## config.mk

```make
export PLATFORM = sky130hd
export DESIGN_NAME = modbus_tx_seq
export DESIGN_NICKNAME = d
export VERILOG_FILES = /design/src/rtl/modbus_tx_seq_pkg.sv /design/src/rtl/modbus_tx_seq_timer.sv /design/src/rtl/modbus_tx_seq.sv
export SDC_FILE = /design/constraint.sdc
export NUM_CORES = 1
export LEC_CHECK = 0
export ABC_AREA = 1
export CAP_MARGIN = 20
export CORE_MARGIN = 1.5
export CORE_UTILIZATION = 45
export DETAILED_ROUTE_END_ITERATION = 8
export GPL_TIMING_DRIVEN = 0
export PLACE_DENSITY = 0.74
export SETUP_SLACK_MARGIN = 0.4
export SLEW_MARGIN = 15
export SYNTH_ARGS = -nofsm -noshare
export SYNTH_HDL_FRONTEND = slang
export SYNTH_HIERARCHICAL = 1
export SYNTH_SLANG_ARGS = --single-unit
```

## constraint.sdc

```tcl
create_clock -name clk -period 2.6 [get_ports clk]
set_input_delay 0.39 -clock clk [delete_from_list [all_inputs] [get_ports clk]]
set_output_delay 0.39 -clock clk [all_outputs]
set_load 0.02 [all_outputs]
```

## src/rtl/modbus_tx_seq_pkg.sv

```systemverilog
// Shared types and constants for the Modbus RTU transmit sequencer.
// The CRC constants describe the external engine and are used by its models.
package modbus_seq_pkg;

    localparam int unsigned CRC_CYCLES_DEF = 17;
    localparam logic [15:0] CRC_INIT_VAL   = 16'hFFFF;
    localparam logic [15:0] CRC_POLY_REFL  = 16'hA001;

    typedef enum logic [2:0] {
        ST_SETTLE,
        ST_IDLE,
        ST_INIT,
        ST_WAIT_BYTE,
        ST_XFER,
        ST_CRC_LO,
        ST_CRC_HI,
        ST_GAP
    } seq_state_e;

    function automatic int unsigned umax(input int unsigned a, input int unsigned b);
        return (a > b) ? a : b;
    endfunction

endpackage

```

## src/rtl/modbus_tx_seq_timer.sv

```systemverilog
// Loadable down-counter with a done flag; shared by the settle, byte-wait and gap phases.
// The reset value lets the counter start timing straight out of reset.
module seq_timer #(
    parameter int unsigned     W       = 12,
    parameter logic [W-1:0]    RST_VAL = '0
) (
    input  logic         clk_i,
    input  logic         rst_ni,
    input  logic         load_i,
    input  logic [W-1:0] value_i,
    output logic         done_o
);

    logic [W-1:0] count_q;
    logic [W-1:0] count_d;

    always_comb begin
        count_d = count_q;
        if (load_i) begin
            count_d = value_i;
        end else if (count_q != '0) begin
            count_d = count_q - 1'b1;
        end
    end

    always_ff @(posedge clk_i or negedge rst_ni) begin
        if (!rst_ni) begin
            count_q <= RST_VAL;
        end else begin
            count_q <= count_d;
        end
    end

    assign done_o = (count_q == '0);

endmodule

```

## src/rtl/modbus_tx_seq.sv

```systemverilog
// Modbus RTU frame transmit sequencer: drives the external bit-serial CRC16 engine,
// forwards payload to the UART, appends CRC low/high and enforces the inter-frame gap.
module modbus_tx_seq
    import modbus_seq_pkg::*;
#(
    parameter int unsigned CRC_CYCLES = CRC_CYCLES_DEF,
    parameter int unsigned GAP_CYCLES = 3500,
    parameter int unsigned LEN_W      = 9
) (
    input  logic             clk,
    input  logic             rst_n,
    input  logic             s_valid,
    input  logic [7:0]       s_data,
    input  logic             s_last,
    output logic             s_ready,
    output logic             tx_valid,
    output logic [7:0]       tx_data,
    input  logic             tx_ready,
    output logic             crc_init,
    output logic             crc_load,
    output logic [7:0]       crc_byte,
    input  logic [7:0]       crc_l,
    input  logic [7:0]       crc_h,
    output logic             busy,
    output logic             frame_done,
    output logic [LEN_W-1:0] frame_len
);

    localparam int unsigned     TMR_W    = $clog2(umax(CRC_CYCLES, GAP_CYCLES) + 1);
    localparam logic [TMR_W-1:0] CRC_WAIT = TMR_W'(CRC_CYCLES - 1);
    localparam logic [TMR_W-1:0] GAP_WAIT = TMR_W'(GAP_CYCLES - 1);

    seq_state_e       state_q;
    logic             s_ready_q;
    logic             tx_valid_q;
    logic [7:0]       hold_q;
    logic             crc_init_q;
    logic             crc_load_q;
    logic [7:0]       crc_byte_q;
    logic             last_q;
    logic             sent_q;
    logic             frame_done_q;
    logic [LEN_W-1:0] frame_len_q;

    logic             s_hs;
    logic             tx_acc;
    logic             tmr_load;
    logic [TMR_W-1:0] tmr_val;
    logic             tmr_done;

    assign s_hs   = s_valid & s_ready_q;
    assign tx_acc = tx_valid_q & tx_ready;

    // Out of reset the timer already holds CRC_WAIT, so SETTLE covers any engine shift in flight.
    seq_timer #(
        .W       (TMR_W),
        .RST_VAL (CRC_WAIT)
    ) u_timer (
        .clk_i   (clk),
        .rst_ni  (rst_n),
        .load_i  (tmr_load),
        .value_i (tmr_val),
        .done_o  (tmr_done)
    );

    always_comb begin
        tmr_load = 1'b0;
        tmr_val  = CRC_WAIT;
        if (state_q == ST_WAIT_BYTE && s_hs) begin
            tmr_load = 1'b1;
        end else if (state_q == ST_CRC_HI && tx_acc) begin
            tmr_load = 1'b1;
            tmr_val  = GAP_WAIT;
        end
    end

    always_ff @(posedge clk or negedge rst_n) begin
        if (!rst_n) begin
            state_q      <= ST_SETTLE;
            s_ready_q    <= 1'b0;
            tx_valid_q   <= 1'b0;
            hold_q       <= '0;
            crc_init_q   <= 1'b0;
            crc_load_q   <= 1'b0;
            crc_byte_q   <= '0;
            last_q       <= 1'b0;
            sent_q       <= 1'b0;
            frame_done_q <= 1'b0;
            frame_len_q  <= '0;
        end else begin
            crc_init_q   <= 1'b0;
            crc_load_q   <= 1'b0;
            frame_done_q <= 1'b0;
            unique case (state_q)
                ST_SETTLE: begin
                    if (tmr_done) state_q <= ST_IDLE;
                end
                ST_IDLE: begin
                    if (s_valid) begin
                        crc_init_q <= 1'b1;
                        state_q    <= ST_INIT;
                    end
                end
                ST_INIT: begin
                    frame_len_q <= '0;
                    s_ready_q   <= 1'b1;
                    state_q     <= ST_WAIT_BYTE;
                end
                ST_WAIT_BYTE: begin
                    if (s_hs) begin
                        s_ready_q  <= 1'b0;
                        hold_q     <= s_data;
                        crc_byte_q <= s_data;
                        last_q     <= s_last;
                        if (frame_len_q != '1) frame_len_q <= frame_len_q + 1'b1;
                        tx_valid_q <= 1'b1;
                        sent_q     <= 1'b0;
                        crc_load_q <= 1'b1;
                        state_q    <= ST_XFER;
                    end
                end
                ST_XFER: begin
                    if (tx_acc) begin
                        tx_valid_q <= 1'b0;
                        sent_q     <= 1'b1;
                    end
                    // Leave only once the UART has the byte and the engine result has settled.
                    if (tmr_done && (sent_q || tx_acc)) begin
                        if (last_q) begin
                            tx_valid_q <= 1'b1;
                            state_q    <= ST_CRC_LO;
                        end else begin
                            s_ready_q <= 1'b1;
                            state_q   <= ST_WAIT_BYTE;
                        end
                    end
                end
                ST_CRC_LO: begin
                    if (tx_acc) state_q <= ST_CRC_HI;
                end
                ST_CRC_HI: begin
                    if (tx_acc) begin
                        tx_valid_q   <= 1'b0;
                        frame_done_q <= 1'b1;
                        state_q      <= ST_GAP;
                    end
                end
                ST_GAP: begin
                    if (tmr_done) state_q <= ST_IDLE;
                end
                default: state_q <= ST_SETTLE;
            endcase
        end
    end

    // CRC bytes come straight from the engine, which holds its result until the next load.
    always_comb begin
        tx_data = hold_q;
        if (state_q == ST_CRC_LO) begin
            tx_data = crc_l;
        end else if (state_q == ST_CRC_HI) begin
            tx_data = crc_h;
        end
    end

    assign s_ready    = s_ready_q;
    assign tx_valid   = tx_valid_q;
    assign crc_init   = crc_init_q;
    assign crc_load   = crc_load_q;
    assign crc_byte   = crc_byte_q;
    assign busy       = (state_q != ST_IDLE);
    assign frame_done = frame_done_q;
    assign frame_len  = frame_len_q;

endmodule
```

Word-level counts from Yosys, hierarchy flattened
Cells that the tools add are included.
W data, S select, Z words.
{ "totals": {"output_inout_bits": 31, "wordCells": 88, "register_bits": 39} }
{ "classes": {"n_mux": 36, "n_addsub": 2, "n_eq_ne": 18, "bitwise": 2, "reduce_logical": 19} }
{ "ops": {"columns": ["cell", "count"], "rows": [
  ["$mux W12", 4],
  ["$mux W3", 7],
  ["$pmux W3 S7", 1],
  ["$mux W9", 2],
  ["$pmux W9 S2", 1],
  ["$mux W1", 16],
  ["$mux W8", 2],
  ["$ne A2 B2 Y1 const B", 7],
  ["$eq A3 B3 Y1 const B", 4],
  ["$logic_not A12 Y1", 1],
  ["$reduce_bool A12 Y1", 1],
  ["$sub A12 B1 Y12 const B", 1],
  ["$add A9 B1 Y9 const B", 1],
  ["$ne A9 B9 Y1 const B", 1],
  ["$eq A3 B2 Y1 const B", 2],
  ["$pmux W1 S3", 2],
  ["$reduce_and A3 Y1", 2],
  ["$reduce_and A6 Y1", 1],
  ["$reduce_bool A2 Y1", 3],
  ["$reduce_bool A3 Y1", 2],
  ["$ne A2 B1 Y1 const B", 2],
  ["$reduce_and A2 Y1", 2],
  ["$reduce_and A4 Y1", 1],
  ["$eq A3 B1 Y1 const B", 1],
  ["other kinds (7)", 10]
]} }

Longest topological paths before layout
{ "depth": {"depth_word": 5, "depth_mapped": 12, "ltp_nobuf": 12} }

Hierarchy
The synthesis kept the hierarchy.
{ "by_module_without_submodules": {"columns": ["module", "n_inst", "area_each_um2", "seq_area_each_um2", "cells_per_inst"], "rows": [
  ["modbus_tx_seq", 1, 1599.0, 675.6, 216],
  ["seq_timer", 1, 835.8, 301.5, 122]
]} }

Worst setup path after synthesis
Ideal clock, no wire load.
{ "synth_path": {"path_kind": "register to register", "start": "register frame_len_q[0], in the netlist frame_len[0]", "end": "register frame_len_q[3], in the netlist frame_len[3]", "period_less_slack_ps": 1802, "arrival_ps": 1731, "stages_incl_launch_ff": 12, "slack_ps": 798, "path_cell_list": "dfrtp_1 > ha_1 > nand3_1 > nor2_1 > nand2_1 > nor2_1 > ha_1 > o21ai_1 > nand2_2 > o21bai_1 > nand2_1 > nor2_1"} }
{ "synth_via": {"elab_chain_len": 4} }
{ "synth_lines": {"columns": ["item", "line_no", "source"], "rows": [
  ["from (decl)", "modbus_tx_seq.sv:43", "logic [LEN_W-1:0] frame_len_q;"],
  ["from (signal assigned)", "modbus_tx_seq.sv:115", "if (frame_len_q != '1) frame_len_q <= frame_len_q + 1'b1;"],
  ["$add A9 B1 Y9", "modbus_tx_seq.sv:115", null],
  ["$mux W9", "modbus_tx_seq.sv:115", null],
  ["$mux W9", "modbus_tx_seq.sv:110", "if (s_hs) begin"],
  ["$pmux W9 S2", "modbus_tx_seq.sv:94", "unique case (state_q)"]
]} }
Several ways; a longest one is shown, not always the timed one. The select of a mux whose other input is x is not followed.
A chain may end at the register's enable or synchronous reset.

Final worst setup path
{ "layout_path": {"start": "register state_q[1]", "end": "output port tx_data[1]"} }
{ "layout_via": {"elab_chain_len": 3} }
{ "layout_lines": {"columns": ["item", "line_no", "source"], "rows": [
  ["from (decl)", "modbus_tx_seq.sv:33", "seq_state_e state_q;"],
  ["from (signal assigned)", "modbus_tx_seq.sv:79", "state_q <= ST_SETTLE;"],
  ["from (signal assigned)", "modbus_tx_seq.sv:96", "if (tmr_done) state_q <= ST_IDLE;"],
  ["from (signal assigned)", "modbus_tx_seq.sv:101", "state_q <= ST_INIT;"],
  ["$eq A3 B3 Y1", "modbus_tx_seq.sv:161", "end else if (state_q == ST_CRC_HI) begin"],
  ["$mux W8", "modbus_tx_seq.sv:161", null],
  ["$mux W8 *", "modbus_tx_seq.sv:159", "if (state_q == ST_CRC_LO) begin"],
  ["to (decl)", "modbus_tx_seq.sv:17", "output logic [7:0] tx_data,"]
]} }
Mark *: on every way between the ends. The rest lies on a longest branch, timed or not.

==> flow_summary.rst <==
.. list-table::
   :header-rows: 1

   * - Metric
     - Value
   * - Netlist area before placement
     - between 2000 and 2500 um2
   * - Number of cells traversed by the worst register-to-register path
     - 10
   * - Post-DR vias/cell
     - roughly 5
   * - DRT iter0 DRCs
     - around 100
   * - Synthesized area per cell
     - 7.20 um2
   * - Count of flip-flops with a built-in enable after synthesis
     - 0
   * - Final clock skew
     - roughly 0.012 ns
   * - Maximum number of pins on one net before global-route repair
     - 23
   * - Placeable Area
     - 5170 um2
   * - Number of antenna repair diodes
     - 0
   * - Largest stage delay, worst path
     - 0.48 ns
   * - Die width
     - roughly 77 um
   * - Worst path arrival time
     - around 1.8 ns
   * - Dominant cells by area after synthesis
     - dfrtp_1, nand2_1, nor2_1
   * - Type of origin of the critical path
     - register
   * - Worst hold slack
     - 0.0303 ns
   * - Number of distinct library cell variants in the gate-level netlist after synthesis
     - 32
   * - Measured slew at the worst slew-check pin
     - around 0.61 ns
   * - Setup TNS
     - 0 ns
   * - Number of global-route vias before repair
     - approximately 2,300
   * - Signed area change from the synthesized netlist to the final layout
     - 33.5%
   * - Pre-CTS worst setup slack
     - between 0.2 and 0.3 ns
   * - Synth area leader
     - dfrtp_1
   * - Root cell of the clock tree
     - clkbuf_8
   * - Proportion of synthesized chip area in sequential cells
     - 0.401
   * - Final weighted congestion in routability-driven placement
     - about 0.87
   * - Setup violations, final
     - 0
   * - PD cells
     - slightly above 1000 nW/um2
   * - Antenna violations before repair
     - 0
   * - Critical path required time
     - between 2 and 2.5 ns
   * - Number of failing hold endpoints at the final stage
     - 0
   * - Fraction of registers with async set or reset after synthesis
     - 1.00
   * - Part of the power in registers
     - 0.314
   * - Reported max-cap violation count
     - 0
   * - Vias
     - around 2,400
   * - Final worst path period need
     - roughly 2.1 ns
   * - Run status
     - finished clean
   * - Kind of end point of the critical path
     - primary output
   * - H-tree levels
     - 2
   * - TritonCTS sink count
     - 39
   * - Number of buffers inserted by port buffering
     - 59
   * - Worst hold path class
     - in -> async
   * - Tot Pwr
     - 3.37 mW
   * - TritonCTS clock tree
     - done
   * - Nets@finish
     - between 400 and 500
   * - Vertical die dimension
     - 76.6 um
   * - Antenna violation net count after detailed routing
     - 0
   * - Initial Utilization
     - 0.471
   * - R2r endpoint
     - u_timer/count_q[0]
   * - Max Freq
     - approximately 470 MHz
   * - Share of cells above drive strength 1
     - 0.153
   * - IR drop worst, VDD
     - around 540 uV
   * - Max-slew violation count
     - 0
   * - I/O pin count
     - 60
   * - Reg2Reg Launch Point
     - state_q[1]
   * - # rows
     - 26
   * - Flip-flop and latch count after synthesis
     - 39
   * - Global-route wire length before repair
     - around 10 mm
   * - Portion of total power attributed to the clock network
     - 0.126
   * - Total of warnings raised by yosys
     - 6
   * - Quantity of hold-fixing buffers added after cts
     - 0
   * - Internal power consumption
     - 1.77 mW
   * - Overall routed net length
     - approximately 6.1 mm
   * - Congestion Overflow GR
     - 0
   * - Worst path setup slack after routing
     - 0.458 ns
   * - Clock latency at the later pin of the worst-skew pair
     - 0.31 ns
   * - Die Outline Area
     - 5860 um2
   * - DRC Markers
     - 0
   * - RSZ-0062 raised after global routing
     - yes
   * - Total iterations of the first detailed-routing run
     - 4
   * - Crit-path max FO
     - 10
   * - CP bufs+invs
     - 2
   * - Detailed placement HPWL
     - ~4.6 mm
   * - Number of clock buffers inserted by TritonCTS
     - 5
   * - Routed length per instance
     - ~13 um
   * - Number of cells in the design after placement
     - 470
   * - Primary flip-flop cell chosen by synthesis mapping
     - dfrtp_1
   * - Static power due to leakage
     - around 1.6 nW
   * - Fraction of post-synthesis cell area in the top cell type by area
     - 0.391
   * - Part of the cycle the worst path needs
     - 0.824
   * - Cell type group with the largest total delay on the critical path
     - buffers and inverters
   * - Switching component of the power
     - about 1.6 mW
   * - GRT Overall Usage
     - 0.225
   * - Critical path's slowest cell
     - dfrtp_2
   * - Clock slew at the register clock pins of the worst setup and hold paths
     - roughly 0.09 ns
   * - Worst slew margin relative to its limit
     - 0.589
   * - Cell breakdown of the critical path
     - nor2_4 > nand2_2 > buf_4 > a31oi_1 > clkdlybuf4s15_2
   * - Part of the power in combinational logic
     - 0.561
   * - Worst-case clock buffer depth
     - 2
   * - Switching Share
     - 0.476
   * - Register-to-Register Setup Slack
     - between 0.6 and 0.7 ns
   * - Count of mapped cells out of synthesis
     - 338
   * - Layout Cells excl Fill
     - ~480
   * - Critical path start-end classification
     - reg -> out
==> stage by stage <==
stage,instance area [um2],util
global route,3250,0.628
global placement,3120,0.603
detailed placement,3140,0.608
finish,3250,0.628
CTS,3260,0.630
floorplan,2440,-
==> synth_stat cells, types with 4 or more instances <==
library cell,number
a31oi_1,8
inv_1,29
nand3_1,18
dfrtp_1,38
xor2_1,4
nand2_2,12
o21ai_1,4
ha_1,4
nor2_1,36
nand2_1,121
nand4_1,5
o21ai_0,18
o21bai_1,5
nor2_4,6
inv_2,5
nor2_2,6
==> placed cells by master (no fill, tap or decap), types with 2 or more instances in the layout <==
cell / instances
nor2_1: 36
clkbuf_8: 5
nor2_2: 6
nand3_2: 2
a31oi_1: 8
ha_1: 4
xor2_1: 4
dfrtp_1: 35
clkdlybuf4s50_1: 50
dfrtp_2: 3
o21ai_0: 18
o21bai_1: 5
buf_12: 2
inv_2: 5
nor2_4: 6
buf_2: 6
conb_1: 3
nand2_2: 12
a21oi_1: 2
nand3_1: 18
nand4_1: 5
buf_4: 3
inv_1: 29
o21ai_1: 4
clkdlybuf4s15_2: 3
nand2_1: 121
==> kinds of logic (layout without fill, tap and decap cells) <==
logic type	Yosys count	in the layout	share of synthesized area
other	1	3	0.00154
and+or+nand+nor	213	213	0.402
DFF	39	39	0.401
buffers and inverters	38	109	0.0694
adders and majority gates	4	4	0.0206
AOI/OAI and AO/OA	39	39	0.0910
xor gates and xnor gates	4	4	0.0144
==> repair_timing <==
| action | in CTS | in global routing |
|---|---|---|
| endpoints found under the hold margin | 0 | 0 |
| setup endpoints to repair | 8 | 6 |
| gates resized for setup | 37 | 3 |
| setup buffers | 3 | 0 |
| pin swaps | 1 | 1 |
==> routing by layer <==
layer  part of all wire  GRT usage
met1               0.46      0.280
met4              0.015     0.0907
met2               0.47      0.372
met3              0.060     0.0551
met5                  0          0
==> how the worst max path moves through the flow <==
stage | start | to | cells past startpoint
2_1_floorplan | frame_len[0] | frame_len[3] | 11
3_3_place_gp | rst_n | s_ready | 1
3_5_place_dp | state_q[0] | tx_data[6] | 7
4_1_cts | state_q[1] | tx_data[3] | 5
5_1_grt | state_q[0] | tx_data[5] | 7
6_report | state_q[1] | tx_data[1] | 5
==> flip-flops by register name, indices dropped and copies added (netlist names) <==
register	cells
frame_len	9
crc_init	1
crc_byte	8
tx_valid	1
s_ready	1
state_q	3
sent_q	1
last_q	1
frame_done	1
u_timer/count_q	12
crc_load	1
==> power by group through the flow <==
stage | Combinational [mW] | Sequential (mW) | Clock [mW]
after floorplan | 1.15 | 1.13 | 0
after global placement | 1.86 | 1.07 | 0
after detailed placement | 1.91 | 1.07 | 0
after CTS | 1.90 | 1.05 | 0.432
after global routing | 2.09 | 1.09 | 0.456
final | 1.89 | 1.06 | 0.423
==> layout make-up <==
type	instances	area (um2)
fillers	472	1920
multi-input cells	263	1300
flip-flops and latches	39	981
repair buffers	63	627
inverters	34	128
well taps	70	87.6
clock buffers	6	72.6
plain buffers	4	43.8
clock inverters	2	13.8
Power figures use the tool's default switching activity.
